<file path="src/rtl/rtu_gap_timer_ram_pkg.sv">
// Gap-threshold constant functions shared by the RTU timing block.
// RTU_FIXED_GAP_EN: above 19200 baud use fixed 750 us / 1750 us gaps instead of character-based ones.
package rtu_timing_pkg;

    localparam int CHAR_BITS = 11;

    // 64-bit intermediates: CLK_FREQ*77 overflows 32 bits at common clock rates
    function automatic int t15_cycles(input int clk_hz, input int baud);
        longint c;
        longint b;
        c = longint'(clk_hz);
        b = longint'(baud);
`ifdef RTU_FIXED_GAP_EN
        if (baud > 19200) return int'(c * 750 / 1000000);
`endif
        return int'(c * 3 * CHAR_BITS / (2 * b));
    endfunction

    function automatic int t35_cycles(input int clk_hz, input int baud);
        longint c;
        longint b;
        c = longint'(clk_hz);
        b = longint'(baud);
`ifdef RTU_FIXED_GAP_EN
        if (baud > 19200) return int'(c * 1750 / 1000000);
`endif
        return int'(c * 7 * CHAR_BITS / (2 * b));
    endfunction

    function automatic int gap_cnt_width(input int clk_hz, input int baud);
        int m;
        m = t35_cycles(clk_hz, baud);
        if (t15_cycles(clk_hz, baud) > m) m = t15_cycles(clk_hz, baud);
        return $clog2(m) + 1;
    endfunction

endpackage

</file>
<file path="src/rtl/rtu_gap_timer_ram_if.sv">
// Receive-timing and staging-RAM signal bundle; master is the surrounding logic, slave is the block.
interface rtu_gap_timer_ram_if #(
    parameter int A_WIDTH = 4,
    parameter int D_WIDTH = 16
);
    logic               rx_done;
    logic               rx_state;
    logic               rx_drop_frame;
    logic               rx_new_frame;
    logic               ena;
    logic               enb;
    logic               wea;
    logic               web;
    logic [A_WIDTH-1:0] addra;
    logic [A_WIDTH-1:0] addrb;
    logic [D_WIDTH-1:0] dia;
    logic [D_WIDTH-1:0] dib;
    logic [D_WIDTH-1:0] doa;
    logic [D_WIDTH-1:0] dob;

    modport master (
        output rx_done, rx_state, ena, enb, wea, web, addra, addrb, dia, dib,
        input  rx_drop_frame, rx_new_frame, doa, dob
    );

    modport slave (
        input  rx_done, rx_state, ena, enb, wea, web, addra, addrb, dia, dib,
        output rx_drop_frame, rx_new_frame, doa, dob
    );
endinterface

</file>
<file path="src/rtl/rtu_gap_timer_ram_gap_timer.sv">
// Idle-gap timer: one-cycle pulse THRESH cycles after the last rx_done/rx_state, then disarms.
// Latency THRESH cycles from the sampling edge; no backpressure.
module rtu_gap_timer #(
    parameter int THRESH = 7161,
    parameter int CNT_W  = $clog2(THRESH) + 1
) (
    input  logic clk,
    input  logic rst_n,
    input  logic rx_done,
    input  logic rx_state,
    output logic gap_pulse
);

    localparam logic [CNT_W-1:0] TERM = CNT_W'(THRESH - 1);

    logic [CNT_W-1:0] r_cnt;
    logic             r_armed;
    logic             r_pulse;

    // Clear has priority over terminal count, so a character ending exactly at the threshold suppresses the pulse
    always_ff @(posedge clk or negedge rst_n) begin
        if (!rst_n) begin
            r_cnt   <= '0;
            r_armed <= 1'b0;
            r_pulse <= 1'b0;
        end else if (rx_done || rx_state) begin
            r_cnt   <= '0;
            r_armed <= 1'b1;
            r_pulse <= 1'b0;
        end else if (r_armed) begin
            if (r_cnt == TERM) begin
                r_armed <= 1'b0;
                r_pulse <= 1'b1;
            end else begin
                r_cnt   <= r_cnt + CNT_W'(1);
                r_pulse <= 1'b0;
            end
        end else begin
            r_pulse <= 1'b0;
        end
    end

    assign gap_pulse = r_pulse;

endmodule

</file>
<file path="src/rtl/rtu_gap_timer_ram.sv">
// Modbus RTU 1.5T/3.5T idle-gap pulses plus a read-first dual-port staging RAM (1-cycle reads, A wins write collisions).
// RTU_FIXED_GAP_EN selects fixed 750/1750 us gaps above 19200 baud; no backpressure anywhere.
module rtu_gap_timer_ram
    import rtu_timing_pkg::*;
#(
    parameter int CLK_FREQ  = 50000000,
    parameter int BAUD_RATE = 115200,
    parameter int A_WIDTH   = 4,
    parameter int D_WIDTH   = 16
) (
    input logic                  clk,
    input logic                  rst_n,
    rtu_gap_timer_ram_if.slave   bus
);

    localparam int T15   = t15_cycles(CLK_FREQ, BAUD_RATE);
    localparam int T35   = t35_cycles(CLK_FREQ, BAUD_RATE);
    localparam int CNT_W = gap_cnt_width(CLK_FREQ, BAUD_RATE);

    logic w_drop;
    logic w_new;

    rtu_gap_timer #(.THRESH(T15), .CNT_W(CNT_W)) u_gap15 (
        .clk       (clk),
        .rst_n     (rst_n),
        .rx_done   (bus.rx_done),
        .rx_state  (bus.rx_state),
        .gap_pulse (w_drop)
    );

    rtu_gap_timer #(.THRESH(T35), .CNT_W(CNT_W)) u_gap35 (
        .clk       (clk),
        .rst_n     (rst_n),
        .rx_done   (bus.rx_done),
        .rx_state  (bus.rx_state),
        .gap_pulse (w_new)
    );

    assign bus.rx_drop_frame = w_drop;
    assign bus.rx_new_frame  = w_new;

    logic [D_WIDTH-1:0] r_mem [2**A_WIDTH];
    logic [D_WIDTH-1:0] r_doa;
    logic [D_WIDTH-1:0] r_dob;

    // Port A write is issued last so it takes the location when both ports write one address
    always_ff @(posedge clk) begin
        if (bus.enb && bus.web) r_mem[bus.addrb] <= bus.dib;
        if (bus.ena && bus.wea) r_mem[bus.addra] <= bus.dia;
    end

    always_ff @(posedge clk or negedge rst_n) begin
        if (!rst_n) begin
            r_doa <= '0;
            r_dob <= '0;
        end else begin
            if (bus.ena) r_doa <= r_mem[bus.addra];
            if (bus.enb) r_dob <= r_mem[bus.addrb];
        end
    end

    assign bus.doa = r_doa;
    assign bus.dob = r_dob;

endmodule

</file>
<file path="src/flat_wrapper.sv">
// flat-port wrapper written by rule: the top's interface ports become plain ports
module rtu_gap_timer_ram_flat import rtu_timing_pkg::*;
#(
    parameter int CLK_FREQ  = 50000000,
    parameter int BAUD_RATE = 115200,
    parameter int A_WIDTH   = 4,
    parameter int D_WIDTH   = 16
)
  (clk, rst_n, bus_rx_done, bus_rx_state, bus_ena, bus_enb, bus_wea, bus_web, bus_addra, bus_addrb, bus_dia, bus_dib, bus_rx_drop_frame, bus_rx_new_frame, bus_doa, bus_dob);
  rtu_gap_timer_ram_if #(.A_WIDTH(A_WIDTH), .D_WIDTH(D_WIDTH)) bus_i ();
  input logic clk;
  input logic rst_n;
  input wire logic [$bits(bus_i.rx_done)-1:0] bus_rx_done;
  input wire logic [$bits(bus_i.rx_state)-1:0] bus_rx_state;
  input wire logic [$bits(bus_i.ena)-1:0] bus_ena;
  input wire logic [$bits(bus_i.enb)-1:0] bus_enb;
  input wire logic [$bits(bus_i.wea)-1:0] bus_wea;
  input wire logic [$bits(bus_i.web)-1:0] bus_web;
  input wire logic [$bits(bus_i.addra)-1:0] bus_addra;
  input wire logic [$bits(bus_i.addrb)-1:0] bus_addrb;
  input wire logic [$bits(bus_i.dia)-1:0] bus_dia;
  input wire logic [$bits(bus_i.dib)-1:0] bus_dib;
  output wire logic [$bits(bus_i.rx_drop_frame)-1:0] bus_rx_drop_frame;
  output wire logic [$bits(bus_i.rx_new_frame)-1:0] bus_rx_new_frame;
  output wire logic [$bits(bus_i.doa)-1:0] bus_doa;
  output wire logic [$bits(bus_i.dob)-1:0] bus_dob;
  assign bus_i.rx_done = bus_rx_done;
  assign bus_i.rx_state = bus_rx_state;
  assign bus_i.ena = bus_ena;
  assign bus_i.enb = bus_enb;
  assign bus_i.wea = bus_wea;
  assign bus_i.web = bus_web;
  assign bus_i.addra = bus_addra;
  assign bus_i.addrb = bus_addrb;
  assign bus_i.dia = bus_dia;
  assign bus_i.dib = bus_dib;
  assign bus_rx_drop_frame = bus_i.rx_drop_frame;
  assign bus_rx_new_frame = bus_i.rx_new_frame;
  assign bus_doa = bus_i.doa;
  assign bus_dob = bus_i.dob;
  rtu_gap_timer_ram #(.CLK_FREQ(CLK_FREQ), .BAUD_RATE(BAUD_RATE), .A_WIDTH(A_WIDTH), .D_WIDTH(D_WIDTH)) u_core (.clk(clk), .rst_n(rst_n), .bus(bus_i));
endmodule
</file>
<file path="config.mk">
export PLATFORM = sky130hd
export DESIGN_NAME = rtu_gap_timer_ram_flat
export DESIGN_NICKNAME = d
export VERILOG_FILES = /design/src/rtl/rtu_gap_timer_ram_pkg.sv /design/src/rtl/rtu_gap_timer_ram_if.sv /design/src/rtl/rtu_gap_timer_ram_gap_timer.sv /design/src/rtl/rtu_gap_timer_ram.sv /design/src/flat_wrapper.sv
export SDC_FILE = /design/constraint.sdc
export NUM_CORES = 1
export LEC_CHECK = 0
export CAP_MARGIN = 5
export CORE_MARGIN = 4
export CORE_UTILIZATION = 45
export DETAILED_ROUTE_END_ITERATION = 6
export GPL_TIMING_DRIVEN = 0
export HOLD_SLACK_MARGIN = 0.1
export PLACE_DENSITY = 0.67
export SYNTH_ARGS = -nofsm -noshare
export SYNTH_HDL_FRONTEND = slang
export SYNTH_SLANG_ARGS = --single-unit
</file>
<file path="constraint.sdc">
create_clock -name clk -period 4.1 [get_ports clk]
set_clock_uncertainty 0.2 [all_clocks]
set_input_delay 0.82 -clock clk [delete_from_list [all_inputs] [get_ports clk]]
set_output_delay 0.82 -clock clk [all_outputs]
set_load 0.005 [all_outputs]
</file>
# Word-level counts from Yosys, hierarchy flattened
# Memories as Yosys holds them, arrays and structs flattened. A register that Yosys moved wholly into a read port is not among the register bits.
# Index checks and enable logic that the tools add are counted.
# word_totals
output_inout_bits,34
input_bits,48
mem_bits_rw,256
mem_count,1
register_bits,36
elab_cells,44
# memory_table
name,depth,width,read_ports,rd_ports_with_merged_regs,wr,line_no,text
u_core.r_mem,16,16,2,2,2,rtu_gap_timer_ram.sv:42,logic [D_WIDTH-1:0] r_mem [2**A_WIDTH];
# op_classes
mux,22
n_eq_ne,4
n_addsub,2
reduce_logical,9
# ops
op,count
16-bit two-way mux,6
16-bit by 1-bit adder with 16-bit output (second input constant),2
16-bit by 13-bit equality test with 1-bit output (second input constant),1
16-bit by 15-bit equality test with 1-bit output (second input constant),1
1-bit two-way mux,16
2-bit AND reduction,2
2-bit nonzero test,2
1-bit logical AND,2
1-bit logical NOT,2
2-bit by 1-bit inequality test with 1-bit output (second input constant),1
2-bit inequality test (second input constant),1
1-bit logical OR,1

# Depth between registers and ports, before layout
# logic_depth
depth_word,4
ltp_mapped,8
mapped_depth_nobuf,6

# Cells and area by module
# Synthesis repeated with hierarchy kept, for this count alone.
# unflattened
cells_unflattened,1317
hier_area_um2,18313.8
# modules_own_cells
module,area_each_um2,seq_area_each_um2,cells_each,instances
rtu_gap_timer_ram,16373.2,8488.1,1120,1
rtu_gap_timer (u_core.u_gap15),980.9,450.4,100,1
rtu_gap_timer (u_core.u_gap35),959.7,450.4,97,1

# Worst setup path before layout
# OpenSTA, ideal clock, no wires.
# synth_timing
path_kind,input-to-reg
start,input bus_addrb[1]
end,memory u_core.r_mem[4][0] (enable)
required_time_ns,3.489
setup_ns,0.411
stages,6
n_path_buf,4
setup_slack_ns,0.433
arrival_ns,3.055
cell_sequence,buf_2 > buf_4 > buf_2 > buf_2 > or2_2 > o21ai_0
# synth_rtl
item,line_no,text
from (decl),flat_wrapper.sv:20,input wire logic [$bits(bus_i.addrb)-1:0] bus_addrb;
to (decl),rtu_gap_timer_ram.sv:42,

==> out/metrics.yaml <==
drt:
  vias: 13460
  via_per_inst: 6.571
  firstDrtPassIters: 6
  wl_per_cell_um: 31.32
  drcViolationCount: 0
  routed_wl_um: 64140
  ant_nets: 0
  dr.first_iter.drc_count: 1746
sta:
  period_share_pct: 99.90
  worst_hold_slack_ns: 0.3426
  fmax_ghz: 0.2441
  hold_viol: 0
  tightest_slew_ns: 1.207
  slew_violations: 0
  grt_setup_unrepaired: "no"
  final.min_clock_period_ns: 4.096
  slew_headroom_pct: 19.21
  setup_violations: 0
cells_and_area:
  fin_nets: 1544
  fillCellCount: 3337
  seqCellArea_mm2: 0.009389
  layout.cells.non_filler: 2048
  postLayoutCellArea_mm2: 0.02140
  layout-drive-gt1-share_pct: 29.57
  multi_input_area_mm2: 0.008397
  area_growth_pct: 17.21
place:
  place_area_mm2: 0.02013
  port_buffers: 77
  gp_congestion: 0.9401
  post-dp-hpwl_um: 44250
  dp_cells: 1974
critical_path:
  worst_ep_arrival_time_ns: 4.15
  worstSetupPathType: "input port to flop"
  cpPeakStageDelay_ns: 0.76
  critical_path_buf_inv_count: 4
  cp.depth: 6
  setup.worst_path.start_class: "input port"
  reg2reg_to: "u_core.u_gap35.r_cnt[0]$_DFFE_PN0P_"
  cp_cell_sequence: "clkdlybuf4s50_1, buf_1, buf_2, nand4b_1, o22ai_2, buf_16"
  ff2ff_setup_slack_ns: 1.76
  required_ns: 4.16
  cp_max_fo: 10
  critPathTopFamily: "buffers and inverters"
  critPathSlowestCell: "buf_1"
  timing.rr.start: "u_core.u_gap35.r_cnt[4]$_DFFE_PN0P_"
  worstRegToRegCells: 6
  end_kind: "flop"
synthesis:
  ys_ff_latch: 324
  synth_most_common_cell: "edfxtp_1"
  ys_seq_area_share_pct: 51.42
  synthCells: 1356
  synth-edff-count: 256
  synth.top_cells.by_count: "edfxtp_1, mux2_2, mux2i_1"
  yosys.area.top_type: "edfxtp_1"
  synth_top_area_share_pct: 42.10
  async_flop_share_pct: 20.99
  synthFlopType: "edfxtp_1"
  synth.yosys.warnings: 0
  syn_area_mm2: 0.01826
  synth_area_leaders: "edfxtp_1, mux2_2, dfrtp_1"
  syn_area_per_cell_um2: 13.47
  synth_nets: 1408
  synth.distinct_cells: 57
worst_hold_path:
  hold_path_class: "flop to flop"
  hold_depth: 2
  holdCritStartpoint: "u_core.bus.dob[1]$_DFFE_PN0P_"
  min_to: "u_core.bus.dob[1]$_DFFE_PN0P_"
power:
  leakage_nw: 7.457
  powerDensity_mw_per_mm2: 381.1
  max-vdd-ir-drop_uv: 260.7
clock_tree:
  clock_path_buffers: 3
  clkLatencyLatePin_ns: 0.57
  path_clk_slew_ns: 0.06
  htreeDepth: 2
  clockRootBuffer: "clkbuf_16"
  cts_tree: "built"
  cts_num_sinks: 324
  numCtsBuffers: 39
  cts-resized-gates: 0
global_routing:
  track_usage_pct: 28.51
  grt_start_max_net_pins: 36
  antenna_found_initial: 1
  grt_pass1_wl_um: 91750
  grt_overflow_total: 0
  grt_pass1_vias: 13570
floorplan:
  die-area_mm2: 0.04387
  die_h_um: 209.4
  start_util_pct: 45.75
  core_mm2: 0.03991
  ioPinCount: 82
  die_w_um: 209.4
  num_rows: 73
run_status:
  status: "completed"
job:
  max_cap_viol_count: 0
[worst reg2reg max path, cell delays in order, from the launching register on]
cell,delay (ns)
dfrtp_1,0.43
or4_4,0.58
o41ai_4,0.46
buf_6,0.20
buf_12,0.13
xor2_1,0.14
nor2_1,0.06
[through the flow]
stage | power, W | setup TNS, ns | setup slack (ns) | util (%)
4_1_cts | 0.008146 | 0 | 0.09213 | 53.57
3_3_place_gp | 0.004725 | -428.32 | -2.475 | 49.32
5_1_grt | 0.008361 | 0 | 0.009623 | 53.62
2_1_floorplan | 0.004305 | 0 | 0.4334 | -
3_5_place_dp | 0.004763 | -46.37 | -0.4617 | 50.42
6_report | 0.008156 | 0 | 0.004051 | 53.62
[routing by layer]
layer / up-vias / share of wire (%) / global-route usage, %
li1: 5644 / - / -
met1: 6713 / 37 / 34.95
met2: 859 / 46 / 45.47
met3: 241 / 11 / 8.012
met4: 0 / 6.4 / 16.16
met5: - / 0 / 0
[area by class of cell]
| type | count | share of cell area (%) |
|---|---|---|
| Sequential cell | 324 | 43.87 |
| Clock inverter | 15 | 0.8184 |
| Buffer | 126 | 2.654 |
| Timing Repair Buffer | 95 | 5.226 |
| Tap cell | 525 | 3.069 |
| Inverter | 7 | 0.1228 |
| Antenna cell | 1 | 0.01169 |
| Clock buffer | 56 | 4.998 |
| Multi-Input combinational cell | 899 | 39.23 |
[placed cells by master (no fill, tap or decap), drive strengths merged, types with 4 or more instances in the layout]
| master | instances |
|---|---|
| mux2 | 256 |
| nand4 | 12 |
| a22oi | 10 |
| o221a | 10 |
| or2 | 6 |
| a31oi | 33 |
| nor3 | 10 |
| a21oi | 17 |
| clkbuf | 120 |
| nor2 | 82 |
| buf | 80 |
| xnor2 | 10 |
| or3b | 4 |
| nor2b | 6 |
| nand3b | 5 |
| or3 | 12 |
| nor4 | 6 |
| nand3 | 36 |
| o31ai | 8 |
| o22ai | 53 |
| mux4 | 52 |
| edfxtp | 256 |
| dfrtp | 68 |
| mux2i | 154 |
| nand2 | 31 |
| clkinv | 10 |
| or4 | 11 |
| inv | 8 |
| a221oi | 12 |
| a2bb2oi | 10 |
| clkdlybuf4s50 | 76 |
| ha | 4 |
| o21ai | 24 |
| nand2b | 5 |
[cell families after synthesis]
kind of cell	share of synthesized area, %
flops	51.42
buf+inv	3.255
xor+xnor	0.5756
simple gates	6.845
fa+ha+maj	0.2741
compound gates	6.989
mux	30.64
[worst max-delay path by stage]
stage	start	end	slack [ns]
after CTS	bus_addrb[3]	u_core.r_mem[8][15]$_DFFE_PP_	0.09
after global routing	bus_addrb[3]	u_core.r_mem[9][7]$_DFFE_PP_	0.01
after detailed placement	bus_addrb[3]	u_core.r_mem[8][8]$_DFFE_PP_	-0.46
after global placement	bus_addrb[3]	u_core.r_mem[8][8]$_DFFE_PP_	-2.48
final	bus_addrb[3]	u_core.r_mem[9][5]$_DFFE_PP_	0.004
after floorplan	bus_addrb[1]	u_core.r_mem[4][0]$_DFFE_PP_	0.43
[sequential cells by signal, indices dropped and copies added (netlist names)]
| signal | flops |
|---|---|
| u_core.u_gap35.gap_pulse | 1 |
| u_core.r_mem | 256 |
| u_core.u_gap15.r_cnt | 16 |
| u_core.bus.doa | 16 |
| u_core.u_gap35.r_cnt | 16 |
| u_core.u_gap15.gap_pulse | 1 |
| u_core.u_gap35.r_armed | 1 |
| u_core.u_gap15.r_armed | 1 |
| u_core.bus.dob | 16 |
[what timing repair did]
action	4_1_cts	5_1_grt
endpoints found under the setup margin	0	6
endpoints found under the hold margin	34	0
buffers inserted	0	1
hold buffers	1	0
[power breakdown]
part / total (W) / internal [W] / switching, W / leakage (nW)
clock network: 0.00343 / 0.00201 / 0.00142 / 0.604
logic: 0.000989 / 0.000436 / 0.000553 / 3.69
registers: 0.00373 / 0.00366 / 0.0000696 / 3.17
total: 0.00816 / 0.00611 / 0.00204 / 7.46
No activity file was read; power rests on OpenSTA's default activity.
